==> src/rtl/instr_encoder.sv <==
// instr_encoder
//   Sequential MIPS instruction encoder. Accepts one mnemonic plus operand
//   fields per valid/ready handshake and writes the assembled 32-bit word
//   into instruction memory at consecutive word addresses. EXIT expands to
//   the two-word exit syscall sequence (ADDIU $2,$0,10 ; SYSCALL).
//
// Ports
//   clk, reset            rising-edge clock, asynchronous active-high reset
//   in_valid / in_ready   request handshake
//   op                    mnemonic code (0..18 legal, 19..31 illegal)
//   rs, rt, rd            register fields
//   imm                   immediate / branch offset
//   target                jump target field
//   wr_en                 imem write strobe, one cycle per word
//   wr_addr, wr_data      imem word address and encoded word
//   count                 words written since reset
//   full                  imem completely written
//   err                   sticky: illegal op or dropped EXIT word
//   done                  sticky: EXIT sequence completed
//
// state | meaning
// ------+------------------------------------------------------------
// IDLE  | ready for a request (unless full or done)
// EXIT2 | first EXIT word written; second word (SYSCALL) written now

module instr_encoder #(
  parameter int ADDR_W = 10
) (
  input  logic              clk,
  input  logic              reset,
  input  logic              in_valid,
  output logic              in_ready,
  input  logic [4:0]        op,
  input  logic [4:0]        rs,
  input  logic [4:0]        rt,
  input  logic [4:0]        rd,
  input  logic [15:0]       imm,
  input  logic [25:0]       target,
  output logic              wr_en,
  output logic [ADDR_W-1:0] wr_addr,
  output logic [31:0]       wr_data,
  output logic [ADDR_W:0]   count,
  output logic              full,
  output logic              err,
  output logic              done
);

  localparam logic [4:0] OP_ADD     = 5'd0;
  localparam logic [4:0] OP_SUB     = 5'd1;
  localparam logic [4:0] OP_AND     = 5'd2;
  localparam logic [4:0] OP_OR      = 5'd3;
  localparam logic [4:0] OP_SLT     = 5'd4;
  localparam logic [4:0] OP_JR      = 5'd5;
  localparam logic [4:0] OP_SYSCALL = 5'd6;
  localparam logic [4:0] OP_ADDI    = 5'd7;
  localparam logic [4:0] OP_ADDIU   = 5'd8;
  localparam logic [4:0] OP_SLTIU   = 5'd9;
  localparam logic [4:0] OP_ORI     = 5'd10;
  localparam logic [4:0] OP_LUI     = 5'd11;
  localparam logic [4:0] OP_LW      = 5'd12;
  localparam logic [4:0] OP_SW      = 5'd13;
  localparam logic [4:0] OP_BEQ     = 5'd14;
  localparam logic [4:0] OP_BNE     = 5'd15;
  localparam logic [4:0] OP_J       = 5'd16;
  localparam logic [4:0] OP_JAL     = 5'd17;
  localparam logic [4:0] OP_EXIT    = 5'd18;

  localparam logic [31:0] WORD_EXIT1   = 32'h2402000A;
  localparam logic [31:0] WORD_SYSCALL = 32'h0000000C;

  localparam logic [ADDR_W:0] CAP = {1'b1, {ADDR_W{1'b0}}};

  typedef enum logic {IDLE, EXIT2} state_t;
  state_t state;

  logic        accept;
  logic        legal;
  logic        is_exit;
  logic [31:0] word;
  logic [ADDR_W:0] count_nx;

  assign in_ready = (state == IDLE) & ~full & ~done;
  assign accept   = in_valid & in_ready;
  assign count_nx = count + 1'b1;

  function automatic logic [31:0] rtype(input logic [5:0] funct);
    return {6'b000000, rs, rt, rd, 5'b00000, funct};
  endfunction

  function automatic logic [31:0] itype(input logic [5:0] opc);
    return {opc, rs, rt, imm};
  endfunction

  always_comb begin
    word    = 32'h0;
    legal   = 1'b1;
    is_exit = 1'b0;
    case (op)
      OP_ADD:     word = rtype(6'b100000);
      OP_SUB:     word = rtype(6'b100010);
      OP_AND:     word = rtype(6'b100100);
      OP_OR:      word = rtype(6'b100101);
      OP_SLT:     word = rtype(6'b101010);
      OP_JR:      word = {6'b000000, rs, 15'b0, 6'b001000};
      OP_SYSCALL: word = WORD_SYSCALL;
      OP_ADDI:    word = itype(6'b001000);
      OP_ADDIU:   word = itype(6'b001001);
      OP_SLTIU:   word = itype(6'b001011);
      OP_ORI:     word = itype(6'b001101);
      OP_LUI:     word = {6'b001111, 5'b00000, rt, imm};
      OP_LW:      word = itype(6'b100011);
      OP_SW:      word = itype(6'b101011);
      OP_BEQ:     word = itype(6'b000100);
      OP_BNE:     word = itype(6'b000101);
      OP_J:       word = {6'b000010, target};
      OP_JAL:     word = {6'b000011, target};
      OP_EXIT: begin
        word    = WORD_EXIT1;
        is_exit = 1'b1;
      end
      default:    legal = 1'b0;
    endcase
  end

  always_ff @(posedge clk or posedge reset) begin
    if (reset) begin
      state   <= IDLE;
      wr_en   <= 1'b0;
      wr_addr <= '0;
      wr_data <= 32'h0;
      count   <= '0;
      full    <= 1'b0;
      err     <= 1'b0;
      done    <= 1'b0;
    end else begin
      wr_en <= 1'b0;
      case (state)
        IDLE: begin
          if (accept) begin
            if (!legal) begin
              err <= 1'b1;
            end else begin
              wr_en   <= 1'b1;
              wr_addr <= count[ADDR_W-1:0];
              wr_data <= word;
              count   <= count_nx;
              full    <= (count_nx == CAP);
              if (is_exit) state <= EXIT2;
            end
          end
        end
        EXIT2: begin
          state <= IDLE;
          // The first EXIT word may have taken the last slot; the SYSCALL
          // word then has nowhere to go and the program is not runnable.
          if (full) begin
            err <= 1'b1;
          end else begin
            wr_en   <= 1'b1;
            wr_addr <= count[ADDR_W-1:0];
            wr_data <= WORD_SYSCALL;
            count   <= count_nx;
            full    <= (count_nx == CAP);
            done    <= 1'b1;
          end
        end
        default: state <= IDLE;
      endcase
    end
  end

endmodule

==> config.mk <==
export PLATFORM = sky130hd
export DESIGN_NAME = instr_encoder
export DESIGN_NICKNAME = d
export VERILOG_FILES = /design/src/rtl/instr_encoder.sv
export SDC_FILE = /design/constraint.sdc
export NUM_CORES = 1
export LEC_CHECK = 0
export CAP_MARGIN = 20
export CORE_ASPECT_RATIO = 0.6
export CORE_MARGIN = 1.5
export CORE_UTILIZATION = 34
export DETAILED_ROUTE_END_ITERATION = 12
export PLACE_DENSITY = 0.74
export SLEW_MARGIN = 15
export SYNTH_ARGS = -nofsm -noshare
export SYNTH_HDL_FRONTEND = slang
export SYNTH_SLANG_ARGS = --single-unit
==> constraint.sdc <==
create_clock -name clk -period 3 [get_ports clk]
set_input_delay 0.45 -clock clk [delete_from_list [all_inputs] [get_ports clk]]
set_output_delay 0.45 -clock clk [all_outputs]
set_load 0.005 [all_outputs]
==> impl_summary.log, run 1 <==
[metrics] status: completed
[metrics] final period utilization: 71.0%
[metrics] CTS tree: done
[metrics] Synth area leader: sky130_fd_sc_hd__dfrtp_1
[metrics] Worst Tran Pin Value: 0.919 ns
[metrics] antenna violations before repair: 0
[metrics] top achievable clock speed: 0.470 GHz
[metrics] arrival time of the worst setup path: 2.38 ns
[metrics] Final Hold Slack: between 0.4 and 0.5 ns
[metrics] top cell type's share of synthesized area: between 50% and 60%
[metrics] critical path fanouts, max: 14
[metrics] fraction of registers with async set/reset: 100%
[metrics] top area cells in the synthesized netlist: sky130_fd_sc_hd__dfrtp_1 50%, sky130_fd_sc_hd__nand2_1 9.4%, sky130_fd_sc_hd__o21ai_0 6.4%
[metrics] final routed wirelength across all metal layers: approximately 8300 um
[metrics] total global routing track utilization: 19.6%
[metrics] number of buffers created by CTS: 9
[metrics] switching portion of total power: between 20% and 30%
[metrics] adder-cell share of the synthesized area: 0.883%
[metrics] aggregate global routing overflow: 0
[metrics] number of different library cells in the post-synthesis netlist: 42
[metrics] pin count of the biggest net entering global routing: 46
[metrics] headroom to the max-slew limit: 38.7%
[metrics] post-cts gate resize count: 0
[metrics] Cell Area, Synth: 2840 um^2
[metrics] fraction of layout instances using a drive strength above 1: approximately 7.9%
[metrics] type of element capturing the critical path: flop
[metrics] most numerous cell types in the synthesized netlist: 71 x sky130_fd_sc_hd__nand2_1, 57 x sky130_fd_sc_hd__dfrtp_1, 36 x sky130_fd_sc_hd__o21ai_0
[metrics] logic depth of the worst setup path including buffers: 7
[metrics] proportion of synthesized area in mux cells: 0.794%
[metrics] drc violations: 0
[metrics] Worst Setup SP: in_valid
[metrics] placeable core area: 7980 um^2
[metrics] final standard cell count with taps included and fillers excluded: 541
[metrics] wire length of the first global-routing pass: 13300 um
[metrics] Synthesis Warnings: 0
[metrics] Net Sw Power: between 0.0007 and 0.0008 W
[metrics] utilization after layout: 55.8%
[metrics] reg2reg start: full
[metrics] gpl congestion: 0.805
[metrics] maxcap violations: 0
[metrics] area added between synthesis and finish: 56.9%
[metrics] Power Internal: 0.00201 W
[metrics] I/O Buffers: 121
[metrics] most common cell in the synthesized netlist: sky130_fd_sc_hd__nand2_1
[metrics] number of buffers inserted for hold repair after clock tree synthesis: 0
[metrics] Static Leakage: approximately 1.9 nW
[metrics] sequential group share of total power: between 30 and 40%
[metrics] drt wl/cell: between 15 and 20 um
[metrics] final worst path period need: 2.13 ns
[metrics] setup repair after global routing missed its margin: no
[metrics] Synth Area in Compound Gates: 19.9%
[metrics] Slowest cell on crit path: sky130_fd_sc_hd__or4b_4
[metrics] total iterations of the first detailed-routing run: 5
[metrics] Post-CTS Setup Inserts: 0
[metrics] endpoint of the worst register-to-register path: count[9]
[metrics] crit path capture: count[9]
[metrics] number of vias per cell after detailed routing: slightly above 5
[metrics] number of flops mapped to enable cells by yosys: 0
[metrics] clock tree sinks: 57
[metrics] most used flip-flop cell after synthesis: sky130_fd_sc_hd__dfrtp_1
[metrics] cell-by-cell listing of the critical path: clkdlybuf4s50_1 > or4b_4 > a21o_1 > a21o_1 > buf_4 > nor3_1 > xor2_1
[metrics] post-detailed-placement half-perimeter wirelength: approximately 6300 um
[metrics] critical path class: in -> reg
[metrics] H-tree levels: 3
[metrics] peak supply drop: 281 uV
[metrics] final hold vios: 0
[metrics] dominant combinational cell family by area after synthesis: compound AO/OA/AOI/OAI gates
[metrics] number of instances in the synthesized netlist: 310
[metrics] number of core rows: 25
[metrics] proportion of synthesized chip area in sequential cells: 50.3%
[metrics] antenna cells: 0
[metrics] biggest cell delay along the critical path: just under 0.5 ns
[metrics] Synth Register Bits: 57
[metrics] synthesized netlist net count: 377
[metrics] setup skew after layout: 0.00677 ns
[metrics] cell repeated most along the worst path: sky130_fd_sc_hd__a21o_1
[metrics] io pins: 123
[metrics] xor/xnor share of the synthesized area: 4.63%
[metrics] cell at the root of the clock tree: sky130_fd_sc_hd__clkbuf_16
[metrics] number of nets still failing antenna checks after routing: 0
[metrics] buffers and inverters on the worst path: 2
[metrics] path depth of the worst reg2reg path: 6
[metrics] worst hold path type: reg -> reg
[metrics] part of the total power dissipated in the clock network: 36.4%
[metrics] sum of negative setup slack: 0 ns
[metrics] die area: 8910 um^2
[metrics] maximum buffer depth of the clock tree: 2
[metrics] cell family with most CP delay: simple AND/OR/NAND/NOR gates
[metrics] clock latency reported for the late side of the worst-skew pair: roughly 0.32 ns
[metrics] Reg2Reg Setup Slack: between 0.9 and 1 ns
[metrics] floorplan die height: 73.7 um
[metrics] number of vias after detailed routing: 2756
[metrics] clock transition time at the flip-flop clock pins of the worst setup and hold paths: ~0.05 ns
[metrics] type of origin of the critical path: input port
[metrics] combinational power share: 26.0%
[metrics] simple-gate share of the synthesized area: 18.0%
[metrics] placed cells: 525
[metrics] post-synthesis average cell area: around 9 um^2
[metrics] # setup viols final: 0
[metrics] Chip Width: 121 um
[metrics] final slew viol count: 0
[metrics] required time of the worst setup path: 3.25 ns
[metrics] number of global-route vias before repair: 2654
[metrics] initial standard-cell utilization of the core: 35.5%
[metrics] power density relative to cell area: 622 nW/um^2
[metrics] detailed router's first-iteration violation count: 173
[metrics] Nets: 495
routing by layer:
metal | wire [um] | share of wire (%) | global-route usage [%]
met1 | 3820 | 46 | 26.3
met2 | 3740 | 45 | 29.8
met3 | 683 | 8.2 | 7.22
met4 | 106 | 1.3 | 6.01
met5 | 0 | 0 | 0
worst min-delay path by stage:
stage / start / endpoint / slack [ns] / cells after the start
2_1_floorplan: err / err / 0.47 / 2
3_3_place_gp: wr_data[8] / wr_data[8] / 0.46 / 2
3_5_place_dp: wr_addr[7] / wr_addr[7] / 0.46 / 2
4_1_cts: wr_addr[7] / wr_addr[7] / 0.48 / 2
5_1_grt: wr_data[16] / wr_data[16] / 0.50 / 2
6_report: wr_addr[7] / wr_addr[7] / 0.47 / 2
area by class of cell:
type,count,area [um^2]
inverters,6,23.8
multi-input cells,221,1260
repair buffers,133,1300
flip-flops and latches,57,1430
clock buffers,11,243
well taps,108,135
fillers,721,3530
clock inverters,5,55.1
sequential cells by signal (all words and copies together) (netlist names):
name and cells:
count 11, done 1, err 1, full 1, state 1, wr_addr 10, wr_data 31, wr_en 1
power groups by stage:
stage | logic (W) | clock network [W] | registers [W]
after floorplan | 0.000269 | 0 | 0.00104
after global placement | 0.000712 | 0 | 0.00104
after detailed placement | 0.000725 | 0 | 0.00105
after CTS | 0.000729 | 0.00102 | 0.00104
after global routing | 0.000796 | 0.00105 | 0.00106
final | 0.000720 | 0.00101 | 0.00104
metrics by stage:
stage / power (W) / instance area (um^2) / setup slack (ns)
global placement: 0.00176 / 4150 / 0.549
floorplan: 0.00131 / 2840 / 0.895
global route: 0.00290 / 4450 / 0.756
CTS: 0.00279 / 4450 / 0.861
finish: 0.00277 / 4450 / 0.870
detailed placement: 0.00177 / 4150 / 0.534
worst min-delay path, delay by kind of cell, from the launching register on:
family | cells | cell delay [ns]
and+or+nand+nor | 2 | 0.10
DFF | 1 | 0.34
cell usage in the layout, fill, tap and decap left out, types with 2 or more instances in the layout:
| cell | netlist | final |
|---|---|---|
| sky130_fd_sc_hd__a32o_1 | 2 | 2 |
| sky130_fd_sc_hd__clkbuf_16 | 0 | 9 |
| sky130_fd_sc_hd__xor2_1 | 6 | 6 |
| sky130_fd_sc_hd__o21ai_0 | 36 | 36 |
| sky130_fd_sc_hd__nor2_1 | 12 | 12 |
| sky130_fd_sc_hd__nand3_1 | 4 | 4 |
| sky130_fd_sc_hd__a222oi_1 | 5 | 5 |
| sky130_fd_sc_hd__a21oi_1 | 9 | 9 |
| sky130_fd_sc_hd__o31ai_1 | 3 | 3 |
| sky130_fd_sc_hd__clkinv_2 | 1 | 3 |
| sky130_fd_sc_hd__nor3_1 | 6 | 6 |
| sky130_fd_sc_hd__a21o_1 | 2 | 2 |
| sky130_fd_sc_hd__clkinvlp_4 | 0 | 2 |
| sky130_fd_sc_hd__ha_1 | 2 | 2 |
| sky130_fd_sc_hd__inv_1 | 5 | 4 |
| sky130_fd_sc_hd__and3_1 | 2 | 2 |
| sky130_fd_sc_hd__nor2b_1 | 9 | 9 |
| sky130_fd_sc_hd__buf_4 | 1 | 12 |
| sky130_fd_sc_hd__nand4_1 | 6 | 6 |
| sky130_fd_sc_hd__a221oi_1 | 3 | 3 |
| sky130_fd_sc_hd__xnor2_1 | 9 | 9 |
| sky130_fd_sc_hd__a22oi_1 | 17 | 17 |
| sky130_fd_sc_hd__dfrtp_1 | 57 | 57 |
| sky130_fd_sc_hd__clkdlybuf4s50_1 | 0 | 121 |
| sky130_fd_sc_hd__nand2_1 | 71 | 71 |
| sky130_fd_sc_hd__mux2_2 | 2 | 2 |
logic make-up after synthesis:
kind of cell / Yosys count
muxes: 2
DFF: 57
and+or+nand+nor: 115
buffers and inverters: 32
other: 1
AOI/OAI and AO/OA: 86
xor gates and xnor gates: 15
adders and majority gates: 2
No activity file was read; power rests on OpenSTA's default activity.
==> run 2: changes to the inputs <==
Settings changed: PLACE_DENSITY 0.74 to 0.76.
Clock period 3 ns to 1.7 ns, I/O delays scaled along.
==> impl_summary.log, run 2 (synthesis results as in run 1) <==
[metrics] status: finished with violations
[metrics] violated checks: negative setup slack
[metrics] fraction of layout instances using a drive strength above 1: 15.3% (+7.4 points)
[metrics] # setup viols final: 53 (+53)
[metrics] total iterations of the first detailed-routing run: 5 (unchanged)
[metrics] Net Sw Power: 0.00138 W (+83%)
[metrics] type of element capturing the critical path: flop
[metrics] CTS tree: done
[metrics] total global routing track utilization: 20.8% (+1.1 points)
[metrics] cell at the root of the clock tree: sky130_fd_sc_hd__clkbuf_16
[metrics] Final Hold Slack: 0.300 ns (-0.171 ns)
[metrics] Post-CTS Setup Inserts: 0 (unchanged)
[metrics] sum of met2 wire segment lengths after detailed routing: 3890 um (+3.9%)
[metrics] fill count: 701 (-2.8%)
[metrics] Power Internal: 0.00367 W (+83%)
[metrics] detailed router's first-iteration violation count: 208 (+20%)
[metrics] critical path fanouts, max: 31 (+17)
[metrics] power density relative to cell area: 1060 nW/um^2 (+71%)
[metrics] met1 routed wirelength after detailed routing: 3960 um (+3.7%)
[metrics] register with the most flip-flops: wr_data
[metrics] area added between synthesis and finish: 67.2%
[metrics] number of buffers created by CTS: 9 (unchanged)
[metrics] placeable core area: 7980 um^2 (unchanged)
[metrics] combinational power share: 31.0% (+5.0 points)
[metrics] initial standard-cell utilization of the core: 35.5% (unchanged)
[metrics] critical path class: reg -> reg
[metrics] switching portion of total power: 27.3% (about the same)
[metrics] antenna violations before repair: 0 (unchanged)
[metrics] final routed wirelength across all metal layers: 8620 um (+3.2%)
[metrics] final period utilization: 110%
[metrics] die area: 8910 um^2 (unchanged)
[metrics] floorplan die height: 73.7 um (unchanged)
[metrics] final slew viol count: 0 (unchanged)
[metrics] highest metal layer used by the detailed router: met4
[metrics] number of buffers inserted for hold repair after clock tree synthesis: 0 (unchanged)
[metrics] setup repair after global routing missed its margin: yes
[metrics] Largest regs: wr_data (31), count (11), wr_addr (10)
[metrics] worst setup slack after layout: -0.164 ns (-1.03 ns)
[metrics] io pins: 123 (unchanged)
[metrics] peak supply drop: 486 uV (+73%)
[metrics] gpl congestion: 0.804 (-0.14%)
[metrics] top achievable clock speed: 0.537 GHz
[metrics] wire length of the first global-routing pass: 14200 um (+6.5%)
[metrics] sequential group share of total power: 34.7% (-2.8 points)
[metrics] pin count of the biggest net entering global routing: 58 (+26%)
[metrics] setup skew after layout: 0.00402 ns (-0.00276 ns)
[metrics] part of the total power dissipated in the clock network: 34.3% (-2.1 points)
[metrics] number of vias per cell after detailed routing: 5.01 (-1.7%)
[metrics] I/O Buffers: 121 (unchanged)
[metrics] Nets: 526 (+6.3%)
[metrics] Static Leakage: 2.03 nW (+9.3%)
[metrics] clock latency reported for the late side of the worst-skew pair: 0.32 ns (about the same)
[metrics] clock tree sinks: 57 (unchanged)
[metrics] detailed-routed wire length on met3: 667 um (-2.3%)
[metrics] flip-flop count of the largest register after layout: 31 (unchanged)
[metrics] number of nets still failing antenna checks after routing: 0 (unchanged)
[metrics] area of all placed cells without fillers: 4740 um^2 (+6.6%)
[metrics] post-place instance area: 4410 um^2 (+6.3%)
[metrics] H-tree levels: 3 (unchanged)
[metrics] final hold vios: 0 (unchanged)
[metrics] commonest non-fill, non-tap cell in the layout: sky130_fd_sc_hd__clkdlybuf4s50_1
[metrics] arrival time of the worst setup path: 2.07 ns (-0.31 ns)
[metrics] maxcap violations: 0 (unchanged)
[metrics] clock transition time at the flip-flop clock pins of the worst setup and hold paths: 0.05 ns (about the same)
[metrics] aggregate global routing overflow: 0 (unchanged)
[metrics] number of vias after detailed routing: 2863 (+3.9%)
[metrics] drc violations: 0 (unchanged)
[metrics] type of origin of the critical path: flop
[metrics] Chip Width: 121 um (unchanged)
[metrics] number of global-route vias before repair: 2894 (+9.0%)
[metrics] highest-count cells in the layout ignoring fill and taps: 120 x sky130_fd_sc_hd__clkdlybuf4s50_1, 71 x sky130_fd_sc_hd__nand2_1, 55 x sky130_fd_sc_hd__dfrtp_1
[metrics] maximum buffer depth of the clock tree: 2 (unchanged)
[metrics] final worst path period need: 1.86 ns
[metrics] antenna cells: 0 (unchanged)
[metrics] required time of the worst setup path: 1.91 ns (-1.34 ns)
[metrics] drt wl/cell: 15.1 um (-2.3%)
[metrics] post-detailed-placement half-perimeter wirelength: 6490 um (+3.3%)
[metrics] number of core rows: 25 (unchanged)
[metrics] worst hold path type: in -> async
==> run 2: final timing paths <==
kind	start	end	slack [ns]	cells past startpoint
min in group clk	wr_addr[4]	wr_addr[4]	0.47	2
worst max register to register	state	wr_data[29]	-0.16	5
max in group asynchronous	reset	count[6]	1.11	3
worst min-delay path	reset	wr_data[9]	0.30	3
worst max-delay path	state	wr_data[29]	-0.16	5
worst min register to register	wr_addr[4]	wr_addr[4]	0.47	2
==> run 2: repair_timing <==
action / in CTS / in global routing
hold endpoints to repair: 0 / 0
endpoints found under the setup margin: 54 / 55
pin swaps: 1 / 1
gates resized for setup: 15 / 8
==> run 2: cell type report <==
type | count | area (um^2) | share of cell area (%)
Clock buffer | 14 | 284 | 5.99
Sequential cell | 57 | 1430 | 30.1
Timing Repair Buffer | 164 | 1560 | 32.9
Clock inverter | 2 | 10.0 | 0.211
Multi-Input combinational cell | 221 | 1300 | 27.4
Inverter | 6 | 27.5 | 0.581
Tap cell | 108 | 135 | 2.85
==> run 2: routing by layer <==
layer  up-vias  track usage (%)
met5         -                0
met4         0             6.67
met3        10             7.53
met2       107             33.1
met1      1363             26.6
li1       1383                -
==> run 2: worst max-delay path, stage by stage (launching register included) <==
cell	delay, ns
sky130_fd_sc_hd__dfrtp_1	0.37
sky130_fd_sc_hd__or4b_4	0.54
sky130_fd_sc_hd__a21o_1	0.20
sky130_fd_sc_hd__a21o_4	0.24
sky130_fd_sc_hd__buf_12	0.17
sky130_fd_sc_hd__a22o_1	0.23
==> run 2: power groups by stage <==
stage	Combinational (W)	Sequential [W]	Clock, W
global route	0.00171	0.00178	0.00182
detailed placement	0.00155	0.00177	0
global placement	0.00151	0.00175	0
finish	0.00156	0.00175	0.00173
floorplan	0.000480	0.00183	0
CTS	0.00157	0.00175	0.00177
==> run 2: per-stage QoR <==
step	setup slack [ns]	total power, W	TNS (ns)	std cells	util, %
floorplan	-0.354	0.00231	-13.11	310	-
global placement	-0.451	0.00326	-20.01	556	55.3
detailed placement	-0.446	0.00332	-20.33	556	55.3
CTS	-0.156	0.00509	-4.42	572	59.2
global route	-0.207	0.00532	-7.90	572	59.4
finish	-0.164	0.00505	-4.64	572	59.4
==> run 3: changes to the inputs <==
--- a/config.mk
+++ b/config.mk
@@ -7,9 +7,11 @@
 export LEC_CHECK = 0
 export CAP_MARGIN = 20
+export CELL_PAD_IN_SITES_DETAIL_PLACEMENT = 0
+export CELL_PAD_IN_SITES_GLOBAL_PLACEMENT = 1
 export CORE_ASPECT_RATIO = 0.6
 export CORE_MARGIN = 1.5
-export CORE_UTILIZATION = 34
+export CORE_UTILIZATION = 28
 export DETAILED_ROUTE_END_ITERATION = 12
-export PLACE_DENSITY = 0.76
+export PLACE_DENSITY = 0.84
 export SLEW_MARGIN = 15
 export SYNTH_ARGS = -nofsm -noshare
==> constraint.sdc (replaced) <==
create_clock -name clk -period 1.7 [get_ports clk]
set_input_delay 0.34 -clock clk [delete_from_list [all_inputs] [get_ports clk]]
set_output_delay 0.34 -clock clk [all_outputs]
set_load 0.005 [all_outputs]
==> impl_summary.log, run 3 (synthesis results as in run 1) <==
[metrics] setup repair after global routing missed its margin: yes
[metrics] critical path class: reg -> reg
[metrics] sequential group share of total power: 34.0% (-0.7 points)
[metrics] total global routing track utilization: 17.6% (-3.2 points)
[metrics] pin count of the biggest net entering global routing: 58 (unchanged)
[metrics] worst setup slack after layout: -0.236 ns (-0.0726 ns)
[metrics] commonest non-fill, non-tap cell in the layout: sky130_fd_sc_hd__clkdlybuf4s50_1
[metrics] clock tree sinks: 57 (unchanged)
[metrics] number of buffers inserted for hold repair after clock tree synthesis: 0 (unchanged)
[metrics] final hold vios: 0 (unchanged)
[metrics] io pins: 123 (unchanged)
[metrics] power density relative to cell area: 1030 nW/um^2 (-3.2%)
[metrics] final routed wirelength across all metal layers: 9310 um (+8.1%)
[metrics] Chip Width: 133 um (+9.9%)
[metrics] post-detailed-placement half-perimeter wirelength: 6540 um (+0.70%)
[metrics] placed cells: 586 (+5.4%)
[metrics] final worst path period need: 1.94 ns (+0.0726 ns)
[metrics] combinational power share: 32.7% (+1.7 points)
[metrics] flip-flop count of the largest register after layout: 31 (unchanged)
[metrics] Slowest cell on crit path: sky130_fd_sc_hd__or4b_4
[metrics] final slew viol count: 0 (unchanged)
[metrics] combined area of the multi-input logic cells: 1350 um^2 (+3.8%)
[metrics] clock latency reported for the late side of the worst-skew pair: 0.32 ns (about the same)
[metrics] buffers and inverters on the worst path: 2 (+1)
[metrics] cell at the root of the clock tree: sky130_fd_sc_hd__clkbuf_16
[metrics] peak supply drop: 456 uV (-6.2%)
[metrics] fraction of layout instances using a drive strength above 1: 21.0% (+5.7 points)
[metrics] part of the total power dissipated in the clock network: 33.3% (-1.0 points)
[metrics] Nets: 543 (+3.2%)
[metrics] detailed router's first-iteration violation count: 166 (-20%)
[metrics] gpl congestion: 0.813 (+1.0%)
[metrics] status: finished with violations
[metrics] total iterations of the first detailed-routing run: 5 (unchanged)
[metrics] number of vias after detailed routing: 2948 (+3.0%)
[metrics] highest-count cells in the layout ignoring fill and taps: 116 x sky130_fd_sc_hd__clkdlybuf4s50_1, 63 x sky130_fd_sc_hd__nand2_1, 54 x sky130_fd_sc_hd__dfrtp_1
[metrics] initial standard-cell utilization of the core: 28.8% (-6.7 points)
[metrics] drc violations: 0 (unchanged)
[metrics] H-tree levels: 3 (unchanged)
[metrics] floorplan die height: 80.9 um (+9.8%)
[metrics] register with the most flip-flops: wr_data
[metrics] flip-flop and latch area: 1430 um^2 (about the same)
[metrics] maxcap violations: 0 (unchanged)
[metrics] I/O Buffers: 121 (unchanged)
[metrics] CTS tree: done
[metrics] aggregate global routing overflow: 0 (unchanged)
[metrics] number of buffers created by CTS: 9 (unchanged)
[metrics] type of element capturing the critical path: flop
[metrics] clock transition time at the flip-flop clock pins of the worst setup and hold paths: 0.05 ns (about the same)
[metrics] switching portion of total power: 27.6% (+0.22 points)
[metrics] antenna cells: 0 (unchanged)
[metrics] Static Leakage: 2.22 nW (+9.2%)
[metrics] violated checks: negative setup slack
[metrics] number of nets still failing antenna checks after routing: 0 (unchanged)
[metrics] arrival time of the worst setup path: 2.14 ns (+0.07 ns)
[metrics] cell family with most CP delay: simple AND/OR/NAND/NOR gates
[metrics] cell-by-cell listing of the critical path: or4b_4 > a21o_1 > a21o_4 > inv_8 > buf_8 > nand2_4 > xnor2_2
[metrics] final standard cell count with taps included and fillers excluded: 616 (+7.7%)
[metrics] Power Internal: 0.00376 W (+2.5%)
[metrics] critical path fanouts, max: 8 (-74%)
[metrics] biggest cell delay along the critical path: 0.55 ns (about the same)
[metrics] path depth of the worst reg2reg path: 7 (+2)
[metrics] wire length of the first global-routing pass: 14700 um (+3.9%)
[metrics] area added between synthesis and finish: 77.6%
[metrics] required time of the worst setup path: 1.91 ns (about the same)
[metrics] Largest regs: wr_data (31), count (11), wr_addr (10)
[metrics] fill count: 891 (+27%)
[metrics] number of core rows: 28 (+12%)
[metrics] maximum buffer depth of the clock tree: 2 (unchanged)
[metrics] setup skew after layout: 0.00423 ns (+0.000210 ns)
[metrics] type of origin of the critical path: flop
[metrics] placeable core area: 9840 um^2 (+23%)
[metrics] top achievable clock speed: 0.516 GHz (-3.7%)
[metrics] antenna violations before repair: 0 (unchanged)
[metrics] number of vias per cell after detailed routing: 4.79 (-4.4%)
[metrics] # setup viols final: 54 (+1.9%)
[metrics] number of global-route vias before repair: 2938 (+1.5%)
[metrics] final period utilization: 114% (+4.3 points)
[metrics] pre-CTS setup slack: -0.579 ns (-0.133 ns)
[metrics] drt wl/cell: 15.1 um (+0.38%)
[metrics] endpoint of the worst register-to-register path: count[10]
[metrics] Net Sw Power: 0.00143 W (+3.6%)
[metrics] Reg2Reg Setup Slack: -0.24 ns (-0.07 ns)
[metrics] worst hold path type: in -> async
[metrics] reg2reg start: state
[metrics] die area: 10800 um^2 (+21%)
run 3: changes by cell type in the layout (fill, tap and decap cells not counted), moves of 2 or more:
cell,delta
sky130_fd_sc_hd__clkdlybuf4s50_1,-4
sky130_fd_sc_hd__buf_6,+7
sky130_fd_sc_hd__nand2_2,+6
sky130_fd_sc_hd__nand2_1,-8
sky130_fd_sc_hd__buf_4,+5
sky130_fd_sc_hd__buf_12,+2
sky130_fd_sc_hd__nand2_4,+2
sky130_fd_sc_hd__dlymetal6s2s_1,+3
sky130_fd_sc_hd__buf_8,+3
sky130_fd_sc_hd__o21ai_1,+6
sky130_fd_sc_hd__o21ai_0,-6
run 3: how the worst max path moves through the flow:
| stage | start | endpoint | slack [ns] | cells after the start |
|---|---|---|---|---|
| floorplan | full | count[3] | -0.35 | 9 |
| global route | state | wr_data[19] | -0.29 | 5 |
| CTS | state | wr_data[19] | -0.20 | 5 |
| detailed placement | in_valid | wr_data[0] | -0.58 | 6 |
| finish | state | count[10] | -0.24 | 7 |
| global placement | in_valid | wr_data[29] | -0.56 | 6 |
run 3: timing repair:
item | CTS | global route
gates resized for setup | 33 | 34
cloned | 1 | 0
hold endpoints to repair | 0 | 0
buffers inserted | 5 | 9
endpoints found under the setup margin | 57 | 61
pin swaps | 5 | 7
run 3: per-layer routing:
| metal | GRT usage, % | vias up | wire length, um |
|---|---|---|---|
| li1 | - | 1418 | - |
| met1 | 23.5 | 1399 | 4380 |
| met2 | 27.0 | 112 | 4100 |
| met3 | 5.37 | 19 | 661 |
| met4 | 6.59 | 0 | 175 |
| met5 | 0 | - | 0 |
run 3: layout make-up:
| type | instances | share of cell area [%] |
|---|---|---|
| Inverter | 6 | 0.671 |
| Clock buffer | 14 | 5.64 |
| Multi-Input combinational cell | 221 | 26.7 |
| Timing Repair Buffer | 181 | 35.0 |
| Clock inverter | 2 | 0.199 |
| Tap cell | 135 | 3.35 |
| Sequential cell | 57 | 28.4 |
run 3: power by group through the flow:
stage / combinational (W) / clock, W / sequential [W]
2_1_floorplan: 0.000480 / 0 / 0.00183
3_3_place_gp: 0.00152 / 0 / 0.00176
3_5_place_dp: 0.00156 / 0 / 0.00177
4_1_cts: 0.00162 / 0.00178 / 0.00175
5_1_grt: 0.00185 / 0.00183 / 0.00179
6_report: 0.00170 / 0.00173 / 0.00176
run 3: per-stage QoR:
step           hold WS (ns)  total power, W  utilization, %  area, um^2  TNS (ns)
2_1_floorplan         0.427         0.00231               -        2850    -13.11
3_3_place_gp          0.461         0.00328            45.7        4500    -26.29
3_5_place_dp          0.468         0.00332            45.7        4500    -27.75
4_1_cts               0.472         0.00514            49.8        4910     -6.88
5_1_grt               0.493         0.00548            51.1        5030    -12.00
6_report              0.449         0.00519            51.1        5030     -9.12
run 3: tightest hold or removal path: cells and delay by family:
family,cells,cell delay (ns)
buffers and inverters,3,0.81
